**src/rtl/bsg_mem_1r3w_sync.sv**
```systemverilog
// Synchronous RAM with three write ports (priority w2 > w1 > w0) and one registered read port.
// Define BSG_MEM_1R3W_SYNC_COLLISION_CNT_EN to add collision_cnt_o, a saturating write-collision counter.
module bsg_mem_1r3w_sync #(
    parameter int width_p                = -1,
    parameter int els_p                  = -1,
    parameter int read_write_same_addr_p = 0,
    localparam int unsigned width_lp      = (width_p < 1) ? 1 : width_p,
    localparam int unsigned els_lp        = (els_p < 2) ? 2 : els_p,
    localparam int unsigned addr_width_lp = (els_lp == 1) ? 1 : $clog2(els_lp)
) (
    input  logic                     clk_i,
    input  logic                     reset_n_i,

    input  logic                     w0_v_i,
    input  logic [addr_width_lp-1:0] w0_addr_i,
    input  logic [width_lp-1:0]      w0_data_i,

    input  logic                     w1_v_i,
    input  logic [addr_width_lp-1:0] w1_addr_i,
    input  logic [width_lp-1:0]      w1_data_i,

    input  logic                     w2_v_i,
    input  logic [addr_width_lp-1:0] w2_addr_i,
    input  logic [width_lp-1:0]      w2_data_i,

    input  logic                     r_v_i,
    input  logic [addr_width_lp-1:0] r_addr_i,
    output logic [width_lp-1:0]      r_data_o
`ifdef BSG_MEM_1R3W_SYNC_COLLISION_CNT_EN
    ,
    output logic [15:0]              collision_cnt_o
`endif
);

    logic [width_lp-1:0] r_mem [els_lp];
    logic [width_lp-1:0] r_data;
    logic [width_lp-1:0] w_rd_data;
    logic                w_w0_ok;
    logic                w_w1_ok;
    logic                w_w2_ok;
    logic                w_r_ok;

    // Address legality only needs logic when the address space exceeds the entry count.
    if ((1 << addr_width_lp) > els_lp) begin : g_range
        localparam logic [addr_width_lp-1:0] last_lp = addr_width_lp'(els_lp - 1);
        assign w_w0_ok = (w0_addr_i <= last_lp);
        assign w_w1_ok = (w1_addr_i <= last_lp);
        assign w_w2_ok = (w2_addr_i <= last_lp);
        assign w_r_ok  = (r_addr_i  <= last_lp);
    end else begin : g_full
        assign w_w0_ok = 1'b1;
        assign w_w1_ok = 1'b1;
        assign w_w2_ok = 1'b1;
        assign w_r_ok  = 1'b1;
    end

    // Read mux; with forwarding enabled the later port overrides, matching write priority.
    always_comb begin
        w_rd_data = r_mem[r_addr_i];
        if (read_write_same_addr_p != 0) begin
            if (w0_v_i && w_w0_ok && (w0_addr_i == r_addr_i)) w_rd_data = w0_data_i;
            if (w1_v_i && w_w1_ok && (w1_addr_i == r_addr_i)) w_rd_data = w1_data_i;
            if (w2_v_i && w_w2_ok && (w2_addr_i == r_addr_i)) w_rd_data = w2_data_i;
        end
    end

    // Storage is never reset; only the read register is. Later NBAs give w2 > w1 > w0.
    always_ff @(posedge clk_i or negedge reset_n_i) begin
        if (!reset_n_i) begin
            r_data <= '0;
        end else begin
            if (w0_v_i && w_w0_ok) r_mem[w0_addr_i] <= w0_data_i;
            if (w1_v_i && w_w1_ok) r_mem[w1_addr_i] <= w1_data_i;
            if (w2_v_i && w_w2_ok) r_mem[w2_addr_i] <= w2_data_i;
            if (r_v_i)             r_data           <= w_rd_data;
        end
    end

    assign r_data_o = r_data;

`ifdef BSG_MEM_1R3W_SYNC_COLLISION_CNT_EN
    logic [15:0] r_collision_cnt;
    logic        w_collision;

    assign w_collision = (w0_v_i && w1_v_i && (w0_addr_i == w1_addr_i))
                      || (w0_v_i && w2_v_i && (w0_addr_i == w2_addr_i))
                      || (w1_v_i && w2_v_i && (w1_addr_i == w2_addr_i));

    // One increment per colliding cycle, saturating.
    always_ff @(posedge clk_i or negedge reset_n_i) begin
        if (!reset_n_i) begin
            r_collision_cnt <= '0;
        end else if (w_collision && (r_collision_cnt != 16'hFFFF)) begin
            r_collision_cnt <= r_collision_cnt + 16'd1;
        end
    end

    assign collision_cnt_o = r_collision_cnt;
`endif

`ifndef SYNTHESIS
    always @(posedge reset_n_i) begin
        $display("bsg_mem_1r3w_sync: width_p=%0d els_p=%0d read_write_same_addr_p=%0d",
                 width_p, els_p, read_write_same_addr_p);
    end

    always @(negedge clk_i) begin
        if (reset_n_i) begin
            assert (!(w0_v_i && !w_w0_ok)) else $error("bsg_mem_1r3w_sync: w0 address %0d out of range", w0_addr_i);
            assert (!(w1_v_i && !w_w1_ok)) else $error("bsg_mem_1r3w_sync: w1 address %0d out of range", w1_addr_i);
            assert (!(w2_v_i && !w_w2_ok)) else $error("bsg_mem_1r3w_sync: w2 address %0d out of range", w2_addr_i);
            assert (!(r_v_i  && !w_r_ok))  else $error("bsg_mem_1r3w_sync: read address %0d out of range", r_addr_i);
            if (read_write_same_addr_p == 0) begin
                assert (!(r_v_i && ((w0_v_i && (w0_addr_i == r_addr_i))
                                 || (w1_v_i && (w1_addr_i == r_addr_i))
                                 || (w2_v_i && (w2_addr_i == r_addr_i)))))
                    else $error("bsg_mem_1r3w_sync: read and write to address %0d in the same cycle", r_addr_i);
            end
        end
    end
`endif

endmodule
```
**config.mk**
```make
export PLATFORM = sky130hd
export DESIGN_NAME = bsg_mem_1r3w_sync
export DESIGN_NICKNAME = d
export VERILOG_FILES = /design/src/rtl/bsg_mem_1r3w_sync.sv
export SDC_FILE = /design/constraint.sdc
export NUM_CORES = 1
export LEC_CHECK = 0
export ABC_AREA = 1
export ABC_CLOCK_PERIOD_IN_PS = 2300
export CORE_AREA = 2 2 39 41
export DETAILED_ROUTE_END_ITERATION = 7
export DIE_AREA = 0 0 41 43
export GPL_TIMING_DRIVEN = 0
export SLEW_MARGIN = 0
export SYNTH_ARGS = -nofsm -noshare
export SYNTH_HDL_FRONTEND = slang
export SYNTH_SLANG_ARGS = --single-unit
export TNS_END_PERCENT = 1
```
**constraint.sdc**
```tcl
create_clock -name clk_i -period 2.3 [get_ports clk_i]
set_clock_uncertainty 0.2 [all_clocks]
set_input_delay 0.46 -clock clk_i [delete_from_list [all_inputs] [get_ports clk_i]]
set_output_delay 0.46 -clock clk_i [all_outputs]
set_load 0.03 [all_outputs]
```
==> impl_results.md, run 1 <==
- WL/cell: 8.19 um
- Fmax achieved: 529 MHz
- Crit-path slowest cell: clkdlybuf4s50_1
- TritonCTS Buffers: 3
- CP max stage delay: roughly 0.66 ns
- Worst path cell trace: clkdlybuf4s50_1
- Worst slew pin tran: 0.299 ns
- Routability cong.: 0.628
- Reg2reg start: r_data_o
- Largest cells by area after synthesis: edfxtp_1 (24%), nand3_1 (12%), nand2_1 (11%)
- Final instance area: 424 um2
- Synthesized area per cell: 7.99 um2
- Post-Route Setup TNS: 0 ns
- FP Rows: 14
- CTS tree: built
- Layout cells sized above 1: ~15%
- Hold/Removal Path Class: in2async
- Register area: 85.1 um2
- Clock sinks: 3
- Count leader, synth: nand2_1
- Worst setup slack after layout: 0.410 ns
- Status: finished, final reports clean
- I/O Pins: 14
- EDFF count, synth: 2
- Setup violators final: 0
- Arrival time worst endpoint: 1.23 ns
- Post-layout min period: 1.89 ns
- Post-synth top area share: 24.2%
- Clock insertion delay at the later pin of the skew report: 0.23 ns
- Distinct cell type count after synthesis: 12
- Pwr/cell area: slightly above 500 mW/mm2
- H-tree depth: 1
- Vias in the first global route: 263
- Residual DRC count: 0
- Area growth, synth to finish: 71.2%
- Multi-input logic area: 119 um2
- FF+latch count, synth: 3
- Crit-path leading delay family: buffers and inverters
- Vias per std cell: roughly 4.3
- Worst Setup Start Kind: flop
- Pin count of the biggest net entering global routing: 11
- First-pass GRT wire length: 952 um
- Area of the mapped netlist: 248 um2
- Routed via count: 272
- Synth Flop Type: edfxtp_1
- GRT Util Overall: 8.44%
- Deepest clock path buffer count: 2
- Area after DPL: 398 um2
- Chip Width: 41 um
- Critical Path RT: 1.64 ns
- N_diodes: 0
- DRT iter0 DRCs: 1
- CP Buf/Inv Count: 1
- Utilization after layout: 30.7%
- Leak Pwr: 0.184 nW
- Tcrit/Tclk final: 82.2%
- TritonRoute pass-1 iters: 2
- Routed Antenna Nets: 0
- Nets: 62
- WL final: 524 um
- Initial Util: about 18%
- Sequential-to-total area share from yosys stat: 34.3%
- Synth warn: 0
- Fin. max-slew vios: 0
- Clk root buf: clkbuf_4
- Cells after Synth: 31
- Most area-hungry cell type in the Yosys netlist: edfxtp_1
- CTS Hold Bufs: 0
- Clock-pin transition on the worst setup and hold timing paths: 0.04 ns
- Net Count, Synth: 44
- Die ar.: 0.00176 mm2
- Core area: between 0.001 and 0.0015 mm2
- RSZ-0062 raised after global routing: no
- Crit-path max FO: 2
- Initial antenna violation count: 0
- VDD IR max: 0.241 mV
- Worst slew margin: about 80%
- Final hold violation count: 0
- # resized after CTS: 0
- Die height: around 43 um
- FFs w/ async S/R, synth: 33.3%
- Fillers: around 160
- Setup Buffers After CTS: 0
- Pre-CTS setup slack: 0.412 ns
- Worst setup path class: reg2out
- Crit path from: r_data_o
- Post-synth top cells: nand2_1 (7), nand3_1 (6), inv_1 (4), nand4_1 (4)
- MaxCap Viol Count: 0
- Crit end category: primary output
- Port-buffer cells: 13
- Grt ovf: 0
==> sequential cells by signal, indices dropped and copies added, names as in the netlist <==
signal	cells
r_mem	2
r_data_o	1
==> routing by layer <==
metal  global-route usage (%)  wire (um)
met5                        0          0
met3                     6.28         39
met2                     13.4        291
met4                     4.00          0
met1                     7.42        194
==> report_power, final <==
group,internal (mW),switching (mW)
Clock,0.0649,0.0261
Combinational,0.0342,0.0244
Sequential,0.0660,0.00228
Total,0.165,0.0528
==> kinds of logic (layout without fill, tap and decap cells) <==
| family | Yosys count | after routing | share of synthesized area (%) |
|---|---|---|---|
| and+or+nand+nor | 20 | 20 | 42.4 |
| buffers and inverters | 6 | 23 | 17.7 |
| AOI/OAI and AO/OA | 2 | 2 | 5.56 |
| DFF | 3 | 3 | 34.3 |
==> layout make-up <==
cell class | instances | share of cell area (%)
plain buffers | 1 | 2.65
inverters | 5 | 7.67
well taps | 16 | 4.72
repair buffers | 13 | 30.7
clock buffers | 4 | 6.19
flip-flops and latches | 3 | 20.1
multi-input cells | 22 | 28.0
==> path summary, 6_finish.rpt <==
kind | to | slack [ns] | depth (start not counted)
hold reg to reg | r_data_o | 0.32 | 2
max in group asynchronous | r_data_o | 1.57 | 1
hold / removal | r_data_o | 0.20 | 1
min in group clk_i | r_data_o | 0.32 | 2
setup reg to reg | r_data_o | 1.47 | 2
setup / recovery | r_data_o | 0.41 | 1
==> placed cells by master (no fill, tap or decap), drive strengths merged <==
master	n
nand3	8
nor2	1
inv	4
nand4	4
clkdlybuf4s50	13
dfrtp	1
nand2	7
a31oi	1
edfxtp	2
o211ai	1
clkbuf	4
buf	1
bufinv	1
==> metrics by stage <==
| stage | cells | hold WS (ns) | power [mW] |
|---|---|---|---|
| finish | 64 | 0.202 | 0.218 |
| global placement | 60 | 0.308 | 0.127 |
| detailed placement | 60 | 0.306 | 0.128 |
| CTS | 64 | 0.198 | 0.224 |
| floorplan | 31 | -0.0356 | 0.0951 |
| global route | 64 | 0.201 | 0.234 |
Power figures use the tool's default switching activity.
==> run 2: changes to the inputs <==
Settings changed: ABC_CLOCK_PERIOD_IN_PS 2300 to 1900.
Clock period 2.3 ns to 1.9 ns, I/O delays scaled along.
==> results of run 2 <==
The final DEF is identical to that of run 1. Status: finished, final reports clean.
Main changes from that run: setup slack after placement 0.412 ns -> 0.0917 ns; setup slack after layout 0.410 ns -> 0.0902 ns; hold slack 0.202 ns -> 0.122 ns; register-to-register setup slack 1.47 ns -> 1.07 ns; total power 0.218 mW -> 0.264 mW; worst IR drop on VDD 0.241 mV -> 0.292 mV
==> run 3: changes to the inputs <==
Settings changed: DONT_BUFFER_PORTS set to 1, GPL_ROUTABILITY_DRIVEN set to 1.
==> run 3 against run 2 <==
  * Setup slack improved by 0.49 ns
  * Combinational power fell by 56%
  * Critical path depth fell by 1
  * Power fell by 13%
  * Critical endpoint unchanged
  * Largest power group unchanged
  * Highest routed layer unchanged
==> impl_results.md, run 3 (synthesis gave the netlist of run 1 again) <==
- Status: finished, final reports clean
- Vias per std cell: 4.29 (+0.90%)
- Deepest clock path buffer count: 2 (unchanged)
- H-tree depth: 1 (unchanged)
- Die height: 43 um (unchanged)
- Reg2reg start: r_data_o
- Chip Width: 41 um (unchanged)
- Pwr/cell area: 755 mW/mm2
- Largest Register: r_mem
- Clock sinks: 3 (unchanged)
- CTS Hold Bufs: 1 (+1)
- Pre-CTS setup slack: approximately 0.63 ns
- N_diodes: 0 (unchanged)
- WHS: 0.0553 ns
- Setup violators final: 0 (unchanged)
- M2 GR Usage: 11.6% (-1.9 points)
- Final hold violation count: 0 (unchanged)
- Area growth, synth to finish: 22.7%
- Busiest grt layer: met2
- Routed Antenna Nets: 0 (unchanged)
- Cell Count, Final, Fillers Out: 52 (-19%)
- Routability cong.: 0.642 (+2.1%)
- DRT iter0 DRCs: 2 (+1)
- Critical Path RT: between 1 and 1.5 ns
- Setup Buffers After CTS: 0 (unchanged)
- Clk root buf: clkbuf_4
- Met1 Use GR: 8.06% (+0.65 points)
- Hold/Removal Path Class: in2reg
- VDD IR max: 0.379 mV
- Residual DRC count: 0 (unchanged)
- Tcrit/Tclk final: a little over two thirds
- Area after DPL: 268 um2 (-33%)
- Vias in the first global route: 214 (-19%)
- Worst setup slack after layout: 0.580 ns
- Worst setup path class: reg2out
- Worst Setup Start Kind: flop
- Post-layout min period: between 1 and 1.5 ns
- M3 GR Usage: 7.85% (+1.6 points)
- Fin. max-slew vios: 0 (unchanged)
- # resized after CTS: 0 (unchanged)
- Utilization after layout: 22.0% (-8.7 points)
- Clock-pin transition on the worst setup and hold timing paths: 0.03 ns (about the same)
- Hold Startpoint: r_v_i
- Layout cells sized above 1: 19.4% (+4.9 points)
- Nets: 50 (-19%)
- Port-buffer cells: 0 (-13)
- First-pass GRT wire length: 903 um (-5.1%)
- Crit end category: primary output
- Grt ovf: 0 (unchanged)
- Worst slew margin: 79.7% (-0.34 points)
- TritonRoute pass-1 iters: 2 (unchanged)
- RSZ-0062 raised after global routing: no
- Commonest non-fill, non-tap cell in the layout: nand2_1
- GRT Util Overall: 8.34% (-0.10 points)
- TritonCTS Buffers: 3 (unchanged)
- Routed via count: 223 (-18%)
- Arrival time worst endpoint: 0.74 ns (-0.49 ns)
- Pin count of the biggest net entering global routing: 11 (unchanged)
- Dpl cells: 47 (-22%)
- Crit path from: r_data_o
- Final instance area: 304 um2 (-28%)
- Initial antenna violation count: 0 (unchanged)
- Die ar.: 0.00176 mm2 (unchanged)
- Leak Pwr: 0.138 nW (-25%)
- Worst slew pin tran: 0.305 ns (+0.00599 ns)
- Post-Route Setup TNS: 0 ns (unchanged)
- MaxCap Viol Count: 0 (unchanged)
- WL final: 513 um (-2.1%)
- I/O Pins: 14 (unchanged)
- Clock insertion delay at the later pin of the skew report: 0.23 ns (about the same)
- Max reg flops: 2 (unchanged)
- Initial Util: 17.9% (unchanged)
- Pwr Total: 0.230 mW
- Core area: 0.00138 mm2 (unchanged)
- Most frequent cells in the layout: nand2_1 (7), nand3_1 (6), inv_1 (4), nand4_1 (4), clkbuf_4 (3)
- Fmax achieved: 758 MHz
- WL/cell: 9.87 um (+20%)
- CTS tree: built
- Crit-path max FO: 2 (unchanged)
- FP Rows: 14 (unchanged)
-- run 3: cell types whose count changed in the layout (fill, tap and decap cells not counted) --
cell             change
clkdlybuf4s50_1     -13
dlygate4sd3_1        +1
-- run 3: final cells by class --
type | instances | area (um2)
plain buffers | 1 | 11.3
clock buffers | 4 | 26.3
fillers | 156 | 1080
inverters | 5 | 32.5
multi-input cells | 22 | 119
flip-flops and latches | 3 | 85.1
well taps | 16 | 20.0
repair buffers | 1 | 10.0
-- run 3: final timing paths --
kind | to | slack (ns) | cells past startpoint
max reg2reg | r_data_o | 0.88 | 2
min | r_data_o | 0.06 | 1
min reg2reg | r_data_o | 0.32 | 2
max | r_data_o | 0.58 | 0
max in group asynchronous | r_data_o | 1.24 | 1
min in group asynchronous | r_data_o | 0.16 | 1
-- run 3: layer usage --
metal	up-vias	part of all wire, %
met2	13	50
met3	0	13
met5	-	0
met4	0	0
li1	118	-
met1	92	38
-- run 3: power by group --
part	switching, mW	total [mW]	internal, mW
clock	0.0310	0.110	0.0785
sequential	0.00908	0.0890	0.0799
combinational	0.0144	0.0312	0.0168
